[src/rtl/ifetch_if.sv]
// Fetch-side signal bundle: instruction memory port plus the valid/ready stage toward decode.
// master = fetch controller, slave = memory/decode/branch environment.
interface ifetch_if;
    logic [31:0] mem_addr;
    logic [31:0] mem_data;
    logic        redirect_valid;
    logic [31:0] redirect_pc;
    logic        resume;
    logic        inst_valid;
    logic        inst_ready;
    logic [31:0] inst;
    logic [31:0] inst_pc;
    logic        halted;
    logic [31:0] fetch_count;

    modport master (
        output mem_addr,
        input  mem_data,
        input  redirect_valid,
        input  redirect_pc,
        input  resume,
        output inst_valid,
        input  inst_ready,
        output inst,
        output inst_pc,
        output halted,
        output fetch_count
    );

    modport slave (
        input  mem_addr,
        output mem_data,
        output redirect_valid,
        output redirect_pc,
        output resume,
        input  inst_valid,
        output inst_ready,
        input  inst,
        input  inst_pc,
        input  halted,
        input  fetch_count
    );
endinterface

[src/rtl/ifetch_ctrl.sv]
// Instruction-fetch controller: owns the pc, registers memory words into a one-entry
// decode-facing stage, and handles redirects and halt/resume.
//   state | meaning
//   FETCH | loading a word whenever the output stage is free or being drained
//   HALT  | halt word seen; no loads until resume or redirect
module ifetch_ctrl #(
    parameter logic [31:0] RESET_PC  = 32'h0000_0000,
    parameter logic [31:0] HALT_WORD = 32'hFFFF_FFFF
) (
    input  logic     clk,
    input  logic     rst,
    ifetch_if.master bus
);
    typedef enum logic {FETCH, HALT} state_t;

    state_t      state;
    logic [31:0] pc;
    logic        inst_valid;
    logic [31:0] inst;
    logic [31:0] inst_pc;
    logic        halted;
    logic [31:0] fetch_count;

    logic handshake;
    logic load;

    assign handshake = inst_valid & bus.inst_ready;
    assign load      = (state == FETCH) && (!inst_valid || bus.inst_ready) && !bus.redirect_valid;

    always_ff @(posedge clk or posedge rst) begin
        if (rst) begin
            state       <= FETCH;
            pc          <= RESET_PC;
            inst_valid  <= 1'b0;
            inst        <= 32'h0;
            inst_pc     <= 32'h0;
            halted      <= 1'b0;
            fetch_count <= 32'h0;
        end else begin
            if (handshake)
                fetch_count <= fetch_count + 32'd1;

            // Redirect flushes the stage even when decode accepts it this cycle.
            if (bus.redirect_valid) begin
                pc         <= {bus.redirect_pc[31:2], 2'b00};
                inst_valid <= 1'b0;
                state      <= FETCH;
                halted     <= 1'b0;
            end else if (load) begin
                inst       <= bus.mem_data;
                inst_pc    <= pc;
                inst_valid <= 1'b1;
                pc         <= pc + 32'd4;
                if (bus.mem_data == HALT_WORD) begin
                    state  <= HALT;
                    halted <= 1'b1;
                end
            end else begin
                if (handshake)
                    inst_valid <= 1'b0;
                if (state == HALT && bus.resume) begin
                    state  <= FETCH;
                    halted <= 1'b0;
                end
            end
        end
    end

    assign bus.mem_addr    = pc;
    assign bus.inst_valid  = inst_valid;
    assign bus.inst        = inst;
    assign bus.inst_pc     = inst_pc;
    assign bus.halted      = halted;
    assign bus.fetch_count = fetch_count;
endmodule
[src/flat_wrapper.sv]
// flat-port wrapper written by rule: the top's interface ports become plain ports
module ifetch_ctrl_flat 
#(
    parameter logic [31:0] RESET_PC  = 32'h0000_0000,
    parameter logic [31:0] HALT_WORD = 32'hFFFF_FFFF
)
  (clk, rst, bus_mem_addr, bus_mem_data, bus_redirect_valid, bus_redirect_pc, bus_resume, bus_inst_valid, bus_inst_ready, bus_inst, bus_inst_pc, bus_halted, bus_fetch_count);
  ifetch_if bus_i ();
  input  logic clk;
  input  logic rst;
  output wire logic [$bits(bus_i.mem_addr)-1:0] bus_mem_addr;
  input wire logic [$bits(bus_i.mem_data)-1:0] bus_mem_data;
  input wire logic [$bits(bus_i.redirect_valid)-1:0] bus_redirect_valid;
  input wire logic [$bits(bus_i.redirect_pc)-1:0] bus_redirect_pc;
  input wire logic [$bits(bus_i.resume)-1:0] bus_resume;
  output wire logic [$bits(bus_i.inst_valid)-1:0] bus_inst_valid;
  input wire logic [$bits(bus_i.inst_ready)-1:0] bus_inst_ready;
  output wire logic [$bits(bus_i.inst)-1:0] bus_inst;
  output wire logic [$bits(bus_i.inst_pc)-1:0] bus_inst_pc;
  output wire logic [$bits(bus_i.halted)-1:0] bus_halted;
  output wire logic [$bits(bus_i.fetch_count)-1:0] bus_fetch_count;
  assign bus_mem_addr = bus_i.mem_addr;
  assign bus_i.mem_data = bus_mem_data;
  assign bus_i.redirect_valid = bus_redirect_valid;
  assign bus_i.redirect_pc = bus_redirect_pc;
  assign bus_i.resume = bus_resume;
  assign bus_inst_valid = bus_i.inst_valid;
  assign bus_i.inst_ready = bus_inst_ready;
  assign bus_inst = bus_i.inst;
  assign bus_inst_pc = bus_i.inst_pc;
  assign bus_halted = bus_i.halted;
  assign bus_fetch_count = bus_i.fetch_count;
  ifetch_ctrl #(.RESET_PC(RESET_PC), .HALT_WORD(HALT_WORD)) u_core (.clk(clk), .rst(rst), .bus(bus_i));
endmodule
[config.mk]
export PLATFORM = sky130hd
export DESIGN_NAME = ifetch_ctrl_flat
export DESIGN_NICKNAME = d
export VERILOG_FILES = /design/src/rtl/ifetch_if.sv /design/src/rtl/ifetch_ctrl.sv /design/src/flat_wrapper.sv
export SDC_FILE = /design/constraint.sdc
export NUM_CORES = 1
export LEC_CHECK = 0
export ABC_AREA = 1
export BUFFER_PORTS_ARGS = -buffer_cell sky130_fd_sc_hd__buf_2
export CAP_MARGIN = 15
export CORE_MARGIN = 2
export CORE_UTILIZATION = 47
export DETAILED_ROUTE_END_ITERATION = 7
export PLACE_DENSITY_LB_ADDON = 0.1
export REMOVE_ABC_BUFFERS = 1
export SETUP_SLACK_MARGIN = 0.1
export SYNTH_ARGS = -nofsm -noshare
export SYNTH_HDL_FRONTEND = slang
export SYNTH_SLANG_ARGS = --single-unit
[constraint.sdc]
create_clock -name clk -period 3.75 [get_ports clk]
set_input_delay 0.5625 -clock clk [delete_from_list [all_inputs] [get_ports clk]]
set_output_delay 0.5625 -clock clk [all_outputs]
set_load 0.005 [all_outputs]
==> flow_summary.yaml, run 1 <==
clock_tree:
  clock-sinks: 126
  cts_tree: "done"
  cts_made_buffers: 17
  h-tree-depth: 4
  cts_resized: 0
  hold_buffers: 0
  clk_pin_slew_ns: 0.05
  clkLatencyLatePin_ns: 0.41
  cts-root-buf: "clkbuf_16"
  postCtsSetupBuffers: 0
  cts_buffer_depth: 2
detailed_routing:
  ant_nets: 0
  viasPerCell: 4.92
  drtIter0Drc: 428
  wl_mm: 16.6
  wl_per_cell_microns: 14.0
  remaining_drc_errors: 0
  num_vias: 5826
  first_pass_iters: 5
place:
  port_buffers: 192
  post-dp-hpwl_mm: 11.8
  placed_cell_area_sq_mm: 0.00750
  place_congestion: 0.855
timing:
  max_freq_mhz: 546
  fin_crit_ns: 1.83
  rsz0062_at_grt: "no"
  slew_violations: 0
  fin_skew_ns: 0.00734
  slew_headroom: 0.525
  fin_crit_sh: 0.488
  worst_pin_slew_ns: 0.712
  setup_violations: 0
  hold_violations: 0
floorplan:
  dieArea_sq_mm: 0.0145
  io_pins: 199
  die_w_microns: 120
  start_util: 0.481
  core_area_sq_mm: 0.0132
  fp-row-count: 42
  die_h_microns: 120
finish:
  fin_nets: 1067
  drive_gt1_frac: 0.266
  final.fill_count: 1257
  final_common_cell: "nand2_1"
  syn2layout_area_growth_pct: 26.9
  diodes: 0
  final_cell_mix: "nand2_1, buf_2, dfrtp_1, inv_1, nor2_1"
  fin_util: 0.611
  multi_input_area_sq_mm: 0.00281
  seqCellArea_sq_mm: 0.00315
  stdcell_area_sq_mm: 0.00809
logic_synthesis:
  synth_flop_cell: "dfrtp_1"
  ys_types: 40
  synth-edff-count: 0
  yosys_warnings: 0
  synth_cells: 801
  yosys_register_bits: 126
  ys_seq_area_frac: 0.495
  ys_async_sr_fraction: 1.00
  synth_area_sq_mm: 0.00637
  avgSynthCellArea_sq_um: 7.96
global_route:
  grt-ovfl-total: 0
  grt_usage: 0.242
  grt_pass1_vias: 5587
  antenna_found_initial: 0
  grt_pass1_wl_mm: 27.8
  grt_max_degree: 81
worst_setup_path:
  worstSetupPathType: "reg -> reg"
  reg2reg_depth: 9
  cp_max_fo: 12
  cp-end-kind: "register"
  crit_required_ns: 4.06
  critPathArrivalTime_ns: 2.14
  start_kind: "register"
power:
  p_total_uw: 3890
  max-vdd-ir-drop_uv: 292
  p_leak_uw: 0.00427
  powerDensity_mw_per_mm2: 480
job:
  maxCapViolations: 0
outcome:
  status: "complete, no violations"
hold_path:
  hp-class: "in -> async"
[worst paths after layout]
check,endpoint,slack [ns],startpoint
worst max-delay path,u_core.bus.mem_addr[20]$_DFFE_PP0P_,1.92,u_core.state$_DFFE_PP0P_
worst min-delay path,u_core.bus.inst[4]$_DFFE_PP0P_,0.28,rst
worst max register to register,u_core.bus.mem_addr[20]$_DFFE_PP0P_,1.92,u_core.state$_DFFE_PP0P_
worst min register to register,u_core.bus.inst[2]$_DFFE_PP0P_,0.46,u_core.bus.inst[2]$_DFFE_PP0P_
max in group asynchronous,u_core.bus.inst_pc[11]$_DFFE_PP0P_,2.59,rst
min in group clk,u_core.bus.mem_addr[4]$_DFFE_PP0P_,0.36,bus_redirect_pc[4]
[power by group]
group	switching [uW]	total [uW]	internal, uW
combinational	335	582	247
sequential	126	1640	1520
clock	573	1660	1090
total	1030	3890	2850
[layer usage]
layer | vias to the layer above | global-route usage | share of wire
met2 | 165 | 0.388 | 0.48
met5 | - | 0 | 0
li1 | 2926 | - | -
met3 | 20 | 0.0618 | 0.058
met1 | 2715 | 0.320 | 0.45
met4 | 0 | 0.0843 | 0.017
[synth_stat cells (all sizes together) (9+ instances only)]
cell    number  area share
buf         21       0.019
inv         75       0.044
nor2        81       0.065
nand3       46       0.037
nand3b       9       0.011
xor2        13       0.018
o21ai       50       0.039
dfrtp      126        0.49
nand2      292        0.18
xnor2       15       0.021
nor3        15       0.013
nand4       24       0.027
[state kept, by name, summed over array words and instances, names as in the netlist]
register / cells
u_core.bus.fetch_count: 32
u_core.bus.inst: 32
u_core.bus.inst_pc: 30
u_core.bus.inst_valid: 1
u_core.bus.mem_addr: 30
u_core.state: 1
[metrics by stage]
stage	setup WS (ns)	setup TNS (ns)	hold slack, ns	cells
5_1_grt	1.73	0	0.344	1184
3_3_place_gp	1.59	0	0.450	1153
3_5_place_dp	1.58	0	0.453	1153
6_report	1.92	0	0.276	1184
2_1_floorplan	-0.168	-21.22	0.465	777
4_1_cts	1.91	0	0.295	1184
[area by class of cell]
cell class                      count  area share
Sequential cell                   126       0.390
Multi-Input combinational cell    575       0.347
Timing Repair Buffer              200       0.128
Clock buffer                       24      0.0595
Inverter                           76      0.0356
Tap cell                          176      0.0272
Clock inverter                      7      0.0136
[kinds of logic after synthesis]
group                    after synthesis  synth area share
adder cells (fa/ha/maj)                2           0.00392
AND/OR/NAND/NOR                      472             0.335
XOR/XNOR                              28            0.0385
other                                  1          0.000588
AO/OA/AOI/OAI                         69            0.0603
buffers and inverters                103            0.0669
flip-flops                           126             0.495
[critical path, cell delays in order, from the launching register on]
cell and delay [ns]:
dfrtp_1 0.41, inv_1 0.11, nand2_4 0.09, nand2_1 0.28
buf_4 0.28, inv_1 0.23, a21oi_1 0.18, nand2_1 0.07
nand2_1 0.05, inv_1 0.03
(Power assumes the default switching activity.)
==> run 2: changes to the inputs <==
--- a/config.mk
+++ b/config.mk
@@ -9,7 +9,7 @@
 export BUFFER_PORTS_ARGS = -buffer_cell sky130_fd_sc_hd__buf_2
 export CAP_MARGIN = 15
 export CORE_MARGIN = 2
-export CORE_UTILIZATION = 47
+export CORE_UTILIZATION = 52
 export DETAILED_ROUTE_END_ITERATION = 7
 export PLACE_DENSITY_LB_ADDON = 0.1
 export REMOVE_ABC_BUFFERS = 1
==> constraint.sdc (replaced) <==
create_clock -name clk -period 1.7 [get_ports clk]
set_input_delay 0.255 -clock clk [delete_from_list [all_inputs] [get_ports clk]]
set_output_delay 0.255 -clock clk [all_outputs]
set_load 0.005 [all_outputs]
==> run 2 against run 1 <==
Net effect: combinational power rose by 140%; global-route usage up 2.0 points; die area is 9.3% lower; register-to-register slack got worse by 1.7 ns; power is 120% higher; count of clock-buffer cells in the layout is 1 higher; via count is 2.1% higher; hold slack worse by 0.22 ns; core utilization rose by 8.7 points; cell count is 0.34% lower; critical path type unchanged; largest cell class unchanged; largest power group is now registers.
==> flow_summary.yaml, run 2 (synthesis gave the netlist of run 1 again) <==
outcome:
  status: "complete, no violations"
power:
  swShare: 0.269
  p_leak_uw: 0.00442
  power_frac_clock: 0.411
  max-vdd-ir-drop_uv: 663
  p_seq_frac: 0.428
  comb_power_share: 0.161
  internal_power_uw: 6220
  powerDensity_mw_per_mm2: 1020
  switching_power_uw: 2290
floorplan:
  io_pins: 199
  start_util: 0.531
  fp-row-count: 40
  core_area_sq_mm: 0.0120
  die_h_microns: 115
  dieArea_sq_mm: 0.0132
  die_w_microns: 115
detailed_routing:
  remaining_drc_errors: 0
  drtIter0Drc: 435
  ant_nets: 0
  wl_mm: 16.3
  viasPerCell: 5.04
  num_vias: 5947
  first_pass_iters: 5
  wl_per_cell_microns: 13.8
timing:
  rsz0062_at_grt: "yes"
  setup_violations: 0
  setup_tns_ns: 0
  fin_ws_ns: 0.169
  fin_crit_sh: 0.900
  worst_pin_slew_ns: 0.514
  slew_violations: 0
  fin_crit_ns: 1.53
  slew_headroom: 0.657
  fin_hold_ws_ns: 0.0592
  hold_violations: 0
  fin_skew_ns: 0.00644
  max_freq_mhz: 653
global_route:
  grt-ovfl-total: 0
  grt_max_degree: 63
  antenna_found_initial: 1
  grt_pass1_vias: 5729
  grt_pass1_wl_mm: 27.1
  grt_usage: 0.262
worst_setup_path:
  r2r_setup_slack_ns: 0.17
  reg2reg_depth: 11
  start_kind: "register"
  worstSetupPathType: "reg -> reg"
  reg2reg_to: "u_core.bus.mem_addr[20]$_DFFE_PP0P_"
  crit_required_ns: 2.00
  reg2reg_from: "u_core.bus.mem_addr[3]$_DFFE_PP0P_"
  critPathArrivalTime_ns: 1.83
  cp_max_fo: 6
  cp-end-kind: "register"
place:
  place_congestion: 0.865
  placed_cell_area_sq_mm: 0.00761
  dpl.cell_count: 1134
  place_ws_ns: 0.0537
  post-dp-hpwl_mm: 11.8
  port_buffers: 192
clock_tree:
  cts_buffer_depth: 2
  cts-root-buf: "clkbuf_16"
  cts_tree: "done"
  clkLatencyLatePin_ns: 0.41
  clk_pin_slew_ns: 0.05
  clock-sinks: 126
  cts_made_buffers: 17
  h-tree-depth: 4
finish:
  final_cell_mix: "nand2_1, buf_2, dfrtp_1, inv_1, nor2_1"
  drive_gt1_frac: 0.297
  stdcell_area_sq_mm: 0.00838
  syn2layout_area_growth_pct: 31.5
  finalNonFillerCells: 1180
  fin_nets: 1090
  final_common_cell: "nand2_1"
  reg_top3: "u_core.bus.fetch_count (32), u_core.bus.inst (32)"
hold_path:
  worstHoldStart: "bus_mem_data[8]"
  hold-path-cell-count: 3
  whs_endpoint: "u_core.bus.inst[8]$_DFFE_PP0P_"
  hp-class: "in -> reg"
job:
  maxCapViolations: 0
run 2: cell types whose count changed in the layout (fill, tap and decap cells not counted), moves of 2 or more:
| cell | delta |
|---|---|
| buf_4 | +15 |
| nor2_4 | +7 |
| buf_12 | +6 |
| dfrtp_1 | -6 |
| dfrtp_2 | +6 |
| nor2_1 | -5 |
| ha_1 | -2 |
| nand2_1 | -2 |
| nor2_2 | -2 |
run 2: layout make-up:
class | instances | area (sq um)
antenna | 1 | 2.50
tap | 147 | 184
clock buffer | 25 | 485
inverter | 76 | 288
timing repair buffer | 223 | 1290
sequential | 126 | 3160
multi-input combinational | 575 | 2890
clock inverter | 7 | 85.1
fill | 1049 | 3630
run 2: stage by stage:
step,power (uW),utilization
after global placement,4990,0.634
after global routing,8960,0.698
final,8510,0.698
after detailed placement,5010,0.634
after floorplan,4300,-
after CTS,8530,0.684
run 2: power by group through the flow:
stage / registers (uW) / logic, uW / clock network (uW)
6_report: 3640 / 1370 / 3500
3_5_place_dp: 3670 / 1340 / 0
3_3_place_gp: 3660 / 1320 / 0
4_1_cts: 3620 / 1360 / 3550
5_1_grt: 3690 / 1570 / 3700
2_1_floorplan: 3680 / 628 / 0
run 2: timing repair:
action / CTS / global route
hold buffers: 1 / 0
pin swaps: 1 / 7
setup endpoints to repair: 5 / 21
hold endpoints to repair: 32 / 0
gates resized for setup: 4 / 24
buffers inserted: 1 / 11
run 2: worst max-delay path, cell delays in order, from the launching register on:
cell and delay, ns:
dfrtp_1 0.41, ha_4 0.16, nand2_2 0.06, nor2_4 0.15, nand2_4 0.09, nor2_8 0.18
buf_6 0.12, nand3_1 0.06, nand2_1 0.07, nand2_1 0.05, nand2_1 0.05, inv_1 0.03
run 2: worst max path at each step:
stage | to | cells after the start | slack (ns) | startpoint
after floorplan | u_core.bus.fetch_count[0]$_DFFE_PP0P_ | 1 | -1.91 | rst
after global placement | u_core.bus.mem_addr[28]$_DFFE_PP0P_ | 10 | 0.12 | u_core.bus.mem_addr[2]$_DFFE_PP0P_
after detailed placement | u_core.bus.mem_addr[28]$_DFFE_PP0P_ | 10 | 0.05 | u_core.bus.mem_addr[3]$_DFFE_PP0P_
after CTS | u_core.bus.mem_addr[28]$_DFFE_PP0P_ | 10 | 0.1 | u_core.bus.mem_addr[3]$_DFFE_PP0P_
after global routing | u_core.bus.mem_addr[28]$_DFFE_PP0P_ | 10 | 0.05 | u_core.bus.mem_addr[3]$_DFFE_PP0P_
final | u_core.bus.mem_addr[20]$_DFFE_PP0P_ | 11 | 0.17 | u_core.bus.mem_addr[3]$_DFFE_PP0P_
run 2: routing by layer:
layer / up-vias / part of all wire / global-route usage
met1: 2754 / 0.44 / 0.339
li1: 2983 / - / -
met3: 21 / 0.067 / 0.0810
met5: - / 0 / 0
met2: 189 / 0.48 / 0.425
met4: 0 / 0.013 / 0.0843
